==> config.mk <==
export PLATFORM = sky130hd
export DESIGN_NAME = axi4lite_req_arbiter
export DESIGN_NICKNAME = d
export VERILOG_FILES = /design/src/rtl/axi4lite_req_arbiter.sv
export SDC_FILE = /design/constraint.sdc
export NUM_CORES = 1
export LEC_CHECK = 0
export ABC_AREA = 1
export CAP_MARGIN = 5
export CELL_PAD_IN_SITES_DETAIL_PLACEMENT = 1
export CELL_PAD_IN_SITES_GLOBAL_PLACEMENT = 2
export CORE_MARGIN = 5
export CORE_UTILIZATION = 20
export CTS_BUF_LIST = sky130_fd_sc_hd__clkbuf_8
export DETAILED_ROUTE_END_ITERATION = 10
export PLACE_DENSITY = 0.91
export SYNTH_ARGS = -nofsm -noshare
export SYNTH_HDL_FRONTEND = slang
export SYNTH_SLANG_ARGS = --single-unit
export TNS_END_PERCENT = 1
==> constraint.sdc <==
create_clock -name ACLK -period 2.8 [get_ports ACLK]
set_input_delay 0.42 -clock ACLK [delete_from_list [all_inputs] [get_ports ACLK]]
set_output_delay 0.42 -clock ACLK [all_outputs]
set_load 0.005 [all_outputs]
==> src/rtl/axi4lite_req_arbiter.sv <==
`default_nettype none
// ============================================================================
// Module   : axi4lite_req_arbiter
// Summary  : Round-robin arbiter that shares one AXI4-Lite master between
//            NUM_REQ requesters, one transaction at a time. Optional
//            stall timeout is enabled by defining AXIL_ARB_TIMEOUT_EN.
// Revision : 1.0
// ============================================================================
module axi4lite_req_arbiter #(
  parameter int NUM_REQ        = 4,
  parameter int data_width     = 32,
  parameter int address_width  = 6,
  parameter int TIMEOUT_CYCLES = 256
) (
  input  logic                               ACLK,
  input  logic                               ARESET_N,
  input  logic [NUM_REQ-1:0]                 req_valid,
  input  logic [NUM_REQ-1:0]                 req_write,
  input  logic [NUM_REQ*address_width-1:0]   req_addr,
  input  logic [NUM_REQ*data_width-1:0]      req_wdata,
  output logic [NUM_REQ-1:0]                 req_ready,
  output logic [NUM_REQ-1:0]                 rsp_valid,
  output logic                               rsp_err,
  output logic [data_width-1:0]              rsp_rdata,
  output logic                               busy,
  output logic [$clog2(NUM_REQ)-1:0]         grant_id,
  output logic                               write_request,
  output logic                               read_request,
  output logic [address_width-1:0]           ext_waddr,
  output logic [address_width-1:0]           ext_raddr,
  output logic [data_width-1:0]              ext_wdata,
  input  logic [data_width-1:0]              ext_rdata,
  input  logic                               AWVALID,
  input  logic                               AWREADY,
  input  logic                               ARVALID,
  input  logic                               ARREADY,
  input  logic                               BVALID,
  input  logic                               BREADY,
  input  logic                               RVALID,
  input  logic                               RREADY,
  input  logic [1:0]                         BRESP
);

  localparam int c_GRANT_W = $clog2(NUM_REQ);
  localparam int c_SUM_W   = c_GRANT_W + 1;

  typedef enum logic [2:0] {
    S_IDLE     = 3'd0,
    S_ISSUE    = 3'd1,
    S_WAIT_RSP = 3'd2,
    S_CAPTURE  = 3'd3,
    S_RESP     = 3'd4
  } state_t;

  state_t                 r_state;
  logic [c_GRANT_W-1:0]   r_rr_ptr;
  logic [c_GRANT_W-1:0]   r_grant;
  logic                   r_write;

  logic                   w_win_any;
  logic [c_GRANT_W-1:0]   w_win_idx;
  logic [c_SUM_W-1:0]     w_cand;
  logic [address_width-1:0] w_sel_addr;
  logic [data_width-1:0]  w_sel_wdata;
  logic                   w_sel_write;
  logic                   w_addr_hs;
  logic                   w_rsp_hs;
  logic                   w_tmo;

  // First pending requester at or after the round-robin pointer, wrapping.
  always_comb begin
    w_win_any = 1'b0;
    w_win_idx = '0;
    w_cand    = '0;
    for (int i = 0; i < NUM_REQ; i++) begin
      w_cand = {1'b0, r_rr_ptr} + c_SUM_W'(i);
      if (w_cand >= c_SUM_W'(NUM_REQ))
        w_cand = w_cand - c_SUM_W'(NUM_REQ);
      if (!w_win_any && req_valid[w_cand[c_GRANT_W-1:0]]) begin
        w_win_any = 1'b1;
        w_win_idx = w_cand[c_GRANT_W-1:0];
      end
    end
  end

  always_comb begin
    w_sel_addr  = '0;
    w_sel_wdata = '0;
    w_sel_write = 1'b0;
    for (int i = 0; i < NUM_REQ; i++) begin
      if (w_win_idx == c_GRANT_W'(i)) begin
        w_sel_addr  = req_addr[i*address_width +: address_width];
        w_sel_wdata = req_wdata[i*data_width +: data_width];
        w_sel_write = req_write[i];
      end
    end
  end

  always_comb begin
    req_ready = '0;
    if (ARESET_N && (r_state == S_IDLE) && w_win_any)
      req_ready[w_win_idx] = 1'b1;
  end

  assign w_addr_hs = r_write ? (AWVALID & AWREADY) : (ARVALID & ARREADY);
  assign w_rsp_hs  = r_write ? (BVALID & BREADY)   : (RVALID & RREADY);
  assign grant_id  = r_grant;

`ifdef AXIL_ARB_TIMEOUT_EN
  localparam int c_TMO_W = $clog2(TIMEOUT_CYCLES + 1);
  logic [c_TMO_W-1:0] r_tmo_cnt;

  // Fires on the edge where the count would reach TIMEOUT_CYCLES.
  assign w_tmo = (r_tmo_cnt == c_TMO_W'(TIMEOUT_CYCLES - 1));

  always_ff @(posedge ACLK or negedge ARESET_N) begin
    if (!ARESET_N)
      r_tmo_cnt <= '0;
    else if (r_state == S_ISSUE || r_state == S_WAIT_RSP)
      r_tmo_cnt <= r_tmo_cnt + 1'b1;
    else
      r_tmo_cnt <= '0;
  end
`else
  assign w_tmo = 1'b0;
`endif

  always_ff @(posedge ACLK or negedge ARESET_N) begin
    if (!ARESET_N) begin
      r_state       <= S_IDLE;
      r_rr_ptr      <= '0;
      r_grant       <= '0;
      r_write       <= 1'b0;
      write_request <= 1'b0;
      read_request  <= 1'b0;
      ext_waddr     <= '0;
      ext_raddr     <= '0;
      ext_wdata     <= '0;
      rsp_valid     <= '0;
      rsp_err       <= 1'b0;
      rsp_rdata     <= '0;
      busy          <= 1'b0;
    end else begin
      rsp_valid <= '0;
      case (r_state)
        S_IDLE: begin
          if (w_win_any) begin
            r_state       <= S_ISSUE;
            busy          <= 1'b1;
            r_grant       <= w_win_idx;
            r_write       <= w_sel_write;
            write_request <= w_sel_write;
            read_request  <= ~w_sel_write;
            ext_waddr     <= w_sel_write ? w_sel_addr : '0;
            ext_raddr     <= w_sel_write ? '0 : w_sel_addr;
            ext_wdata     <= w_sel_write ? w_sel_wdata : '0;
          end
        end
        S_ISSUE: begin
          if (w_addr_hs) begin
            // Dropping the request here keeps the master from re-issuing.
            write_request <= 1'b0;
            read_request  <= 1'b0;
            if (w_rsp_hs && r_write) begin
              rsp_err            <= (BRESP != 2'b00);
              rsp_valid[r_grant] <= 1'b1;
              r_state            <= S_RESP;
            end else if (w_rsp_hs) begin
              r_state <= S_CAPTURE;
            end else begin
              r_state <= S_WAIT_RSP;
            end
          end else if (w_tmo) begin
            write_request      <= 1'b0;
            read_request       <= 1'b0;
            rsp_err            <= 1'b1;
            rsp_rdata          <= '0;
            rsp_valid[r_grant] <= 1'b1;
            r_state            <= S_RESP;
          end
        end
        S_WAIT_RSP: begin
          if (w_rsp_hs && r_write) begin
            rsp_err            <= (BRESP != 2'b00);
            rsp_valid[r_grant] <= 1'b1;
            r_state            <= S_RESP;
          end else if (w_rsp_hs) begin
            r_state <= S_CAPTURE;
          end else if (w_tmo) begin
            rsp_err            <= 1'b1;
            rsp_rdata          <= '0;
            rsp_valid[r_grant] <= 1'b1;
            r_state            <= S_RESP;
          end
        end
        S_CAPTURE: begin
          // The master presents read data one cycle after the R handshake.
          rsp_rdata          <= ext_rdata;
          rsp_err            <= 1'b0;
          rsp_valid[r_grant] <= 1'b1;
          r_state            <= S_RESP;
        end
        S_RESP: begin
          r_rr_ptr <= (r_grant == c_GRANT_W'(NUM_REQ - 1)) ? '0 : r_grant + 1'b1;
          busy     <= 1'b0;
          r_state  <= S_IDLE;
        end
        default: begin
          r_state <= S_IDLE;
          busy    <= 1'b0;
        end
      endcase
    end
  end

endmodule
`default_nettype wire
* Word level (Yosys, flattened, before mapping) *
Cells that the tools add are included.

storage, ports and cells
  bits in registers = 92
  bits in latches = 0
  bits in writable memories = 0
  ROM bits = 0
  memories kept = 0

cells by class
  add/sub/neg operators = 8
  $mul = 0
  divide/modulo/power cells = 0
  magnitude comparators = 12
  equal/unequal tests = 11
  shift-type cells = 0
  muxes and demuxes = 63
  bitwise logic cells = 6
  reduce and logical (&&, ||, !) cells = 22

operator list
  cell                                                        number
  2-to-1 mux 32 bit                                           5
  2-to-1 mux 6 bit                                            6
  2-to-1 mux 1 bit                                            23
  less-than comparator 2 x 3 -> 1 bit, second input constant  6
  2-to-1 mux 2 bit                                            9
  2-to-1 mux 3 bit                                            5
  2-to-1 mux 4 bit                                            3
  case mux 3 bit (4 select lines)                             1
  case mux 4 bit (3 select lines)                             1
  >= comparator 3 bit, second input constant                  3
  binary-select mux 1 bit (select 2 bit)                      4
  logical AND 1 bit                                           8
  subtractor 2 x 1 -> 2 bit, second input constant            4
  adder 2 x 2 -> 3 bit, second input constant                 2
  == test 2 bit, second input constant                        3
  == test 3 x 2 -> 1 bit, second input constant               2
  case mux 1 bit (2 select lines)                             3
  AND reduction 2 bit                                         3
  AND reduction 3 bit                                         2
  bitwise AND 1 bit                                           4
  demux 1 bit (select 2 bit)                                  2
  >= comparator 2 x 1 -> 1 bit, second input constant         2
  != test 2 bit, second input constant                        2
  nonzero test 2 bit                                          2
  14 further kinds                                            17

* Depth between registers and ports, before layout *
  word-level depth = 22
  gate-level depth with buffers = 17
  mapped depth without buffers = 16

* Worst setup path before layout *
Ideal clock, no wire load.

  kind = register to output
  start point = reg r_rr_ptr[0]
  end point = out req_ready[0]
  arrival time = 1.734 ns
  required time = 2.380 ns
  slack = 0.646 ns
  stages on the path, launching flop included = 13
  cells stage by stage = dfrtp_1 -> buf_4 -> nand2_1 -> nand3_1 -> nand2_2 -> clkinv_1 -> nand3_1 -> nand2_1 -> nand2_1 -> nand2_2 -> buf_4 -> buf_2 -> nor3_1

between the ends
  longest elaborated chain between the ends = 19
  elaborated cells between the ends (all ways) = 44

RTL lines
  what                                                           RTL line  source
  start, declared                                                56        logic [c_GRANT_W-1:0] r_rr_ptr;
  start signal, assigned                                         204       r_rr_ptr <= (r_grant == c_GRANT_W'(NUM_REQ - 1)) ? '0 : r_grant + 1'b1;
  branches (longest 18 deep; another with adder 2 x 1 -> 3 bit)  -
  2-to-1 mux 4 bit (*)                                           101       if (ARESET_N && (r_state == S_IDLE) && w_win_any)
  end, declared                                                  21        output logic [NUM_REQ-1:0] req_ready,

Mark *: on every way between the ends. The select of a mux whose other input is x is not followed.

* Worst setup path in the final report *
  start point = reg r_rr_ptr[0]
  end point = out req_ready[2]

The elaborated chain is that of the path after synthesis.

==> run summary <==
Post-synth EDFFs = 0
Synth Flop Type = dfrtp_1
synth top area cells = dfrtp_1, nand2_1, nand3_1, inv_1, o21ai_0
final hold violation count = 0
I/O Buffers = 293
GPL Wtd Cong = 0.853
Initial Util = 20.4%
WP data arrival = 2170 ps
register area share after synthesis = 43.0%
top cell family by delay on the critical path = simple AND/OR/NAND/NOR gates
Synth Cell Area = 5350 µm²
worst skew pair latency = 360 ps
CP Cell Sequence = buf_4 -> nand2_1 -> nand3_1 -> nand2_2 -> clkinv_1 -> nand3_1 -> nand3_1 -> nand2_4 -> buf_4 -> nand2_2 -> nor2_1 -> clkbuf_2
Crit path required time = 2380 ps
startpoint types = flip-flop
I/O pin count = 294
vias = 6,151
synth unique cells = 31
DRC violations left = 0
post-layout minimum cycle time = 2590 ps
post-synth top area share = 43.0%
clock skew = 11.6 ps
layout net count = 1,306
Syn Nets = 1,005
layout cells sized above 1 = 7.26%
gr busiest metal = met2
crit path kind = reg2out
Slew Viols, Final = 0
antenna violations before repair = 3
Worst Tran Pin Value = 809 ps
TNS Setup = 0 ps
Layout area overhead = 69.0%
DR pass1 iterations = 4
# rows = 59
CP max FO = 10
Inserted Clock Buffers = 9
met3 usage = 6.50%
largest net degree at the start of global routing = 57
number of diodes = 0
Worst path depth = 12
CP bufs+invs = 4
pwr/cell area = 1210 nW/µm²
Avg WL per Cell = 16.9 µm
count of final setup violators = 0
post-DP HPWL = 19.0 mm
register bit count reported by yosys = 92
final core occ = 34.5%
most common cell in the synthesized netlist = nand2_1
leak pwr = 4.43 nW
final worst path period share = 92.6%
Die H = 174 µm
Worst-path clk slew = 100 ps
vias in the first global route = 6,455
Mapped Cells = 797
met1 global-route usage = 18.0%
max frequency = 386 MHz
Worst Hold Class = in2async
Syn Area/Cell = 6.71 µm²
final hold slack = 120 ps
most common library cells after synthesis = nand2_1, dfrtp_1, inv_1
number of max-cap violations = 0
gr ovfl total = 0
worst rel slew slack = 46.0%
worst vdd ir = 0.623 mV
gr usage total = 15.7%
CTS tree = built
DRT iter0 DRCs = 246
htree depth = 3
asr flop ratio synth = 100%
Vias/cell = 4.28
unrepaired setup endpoints after global routing = yes
CP max stage cell = dfrtp_1
first-pass GRT wire length = 37.4 mm
CORE AREA = 26,200 µm²
Register-to-Register Path Depth = 18
Clock Path Buffers = 2
Setup WS post-layout = 208 ps
Clk Tree Root Cell = clkbuf_8
die area = 30,100 µm²
chip width = 174 µm
slowest stage delay, CP = 400 ps
M2 GR Usage = 27.6%
Routed WL = 24.3 mm
CP endpoint kind = primary output
pre-CTS setup slack = -256 ps
Hold Buf Count CTS = 0
status = finished clean
Post-DRT Antenna Nets = 0
CP dominant cell by count = nand3_1
biggest area consumer among synthesized cells = dfrtp_1
Syn. warnings = 0
clock sink count = 92
==> final timing paths <==
check | startpoint | end | slack, ps
max | r_rr_ptr[0]$_DFFE_PN0N_ | req_ready[2] | 210
min in group ACLK | rsp_rdata[21]$_DFFE_PN0N_ | rsp_rdata[21]$_DFFE_PN0N_ | 480
max reg2reg | r_rr_ptr[0]$_DFFE_PN0N_ | ext_wdata[27]$_DFFE_PN0P_ | 230
min | ARESET_N | rsp_rdata[28]$_DFFE_PN0N_ | 120
max in group asynchronous | ARESET_N | ext_wdata[20]$_DFFE_PN0P_ | 1490
min reg2reg | rsp_rdata[21]$_DFFE_PN0N_ | rsp_rdata[21]$_DFFE_PN0N_ | 480
==> kinds of logic (layout without fill, tap and decap cells) <==
| logic type | after synthesis | count (layout) | share of synthesized area (%) |
|---|---|---|---|
| and+or+nand+nor | 512 | 512 | 39.5 |
| buffers and inverters | 133 | 438 | 10.6 |
| DFF | 92 | 92 | 43.0 |
| AOI/OAI and AO/OA | 56 | 56 | 5.92 |
| adders and majority gates | 4 | 4 | 0.935 |
==> area by class of cell <==
cell class	count	area (µm²)
inverter	97	364
timing repair buffer	326	3250
sequential	92	2300
multi-input combinational	572	2500
clock inverter	4	50.0
clock buffer	11	151
fill	3243	17200
tap	335	419
==> stage by stage <==
stage | cells | instance area (µm²) | power [mW]
after global placement | 1422 | 8850 | 10.0
after global routing | 1437 | 9040 | 12.0
final | 1437 | 9040 | 10.9
after floorplan | 797 | 5350 | 6.38
after CTS | 1437 | 9050 | 11.2
after detailed placement | 1422 | 8850 | 10.2
==> power by group <==
part | switching, mW | total (mW) | internal (mW)
clock network | 0.507 | 0.964 | 0.457
registers | 0.333 | 2.24 | 1.91
logic | 4.49 | 7.73 | 3.24
==> repair_timing <==
item | CTS | global route
hold endpoints to repair | 0 | 0
endpoints found under the setup margin | 4 | 38
cloned | 0 | 0
pin swaps | 0 | 2
resized for setup | 6 | 13
buffers inserted | 0 | 0
==> cell usage in the layout (no fill, tap or decap), types with 2 or more instances in the layout <==
cell type	instances
nand2_1	381
clkdlybuf4s50_1	288
dfrtp_1	92
inv_1	91
nand3_1	80
buf_4	26
nor2_1	22
o21ai_0	19
a21oi_1	17
clkbuf_8	11
buf_12	7
inv_2	6
o21ai_1	6
or2_2	6
nand2_2	5
nor3_1	5
nor2_4	4
nand4_1	4
o21bai_1	4
ha_1	4
o211ai_1	3
clkbuf_2	3
a31oi_1	2
nand2_4	2
==> metal layers <==
layer	share of wire, %	vias to the layer above
met5	0.14	-
li1	-	3039
met2	48	217
met1	41	2867
met4	1.1	6
met3	9.8	22
==> worst reg2reg max path: stages (launching register included) <==
cell and delay, ps:
dfrtp_1 400, buf_4 180, nand2_1 100, nand3_1 120, nand2_2 130, clkinv_1 90
nand3_1 90, nand2_1 60, nand2_1 100, nand2_4 90, buf_4 150, buf_4 140
nor2_4 110, nand2_1 80, nand2_2 90, nand3_4 140, buf_12 220, nand3_1 100
nand2_1 60
==> sequential cells by signal, summed over array words and instances, names as in the netlist <==
name and cells:
ext_wdata 32, rsp_rdata 32, r_write 1, busy 1
grant_id 2, write_request 1, r_state 3, rsp_err 1
rsp_valid 4, r_rr_ptr 2, read_request 1, ext_waddr 6
ext_raddr 6
No activity file was read; power rests on OpenSTA's default activity.
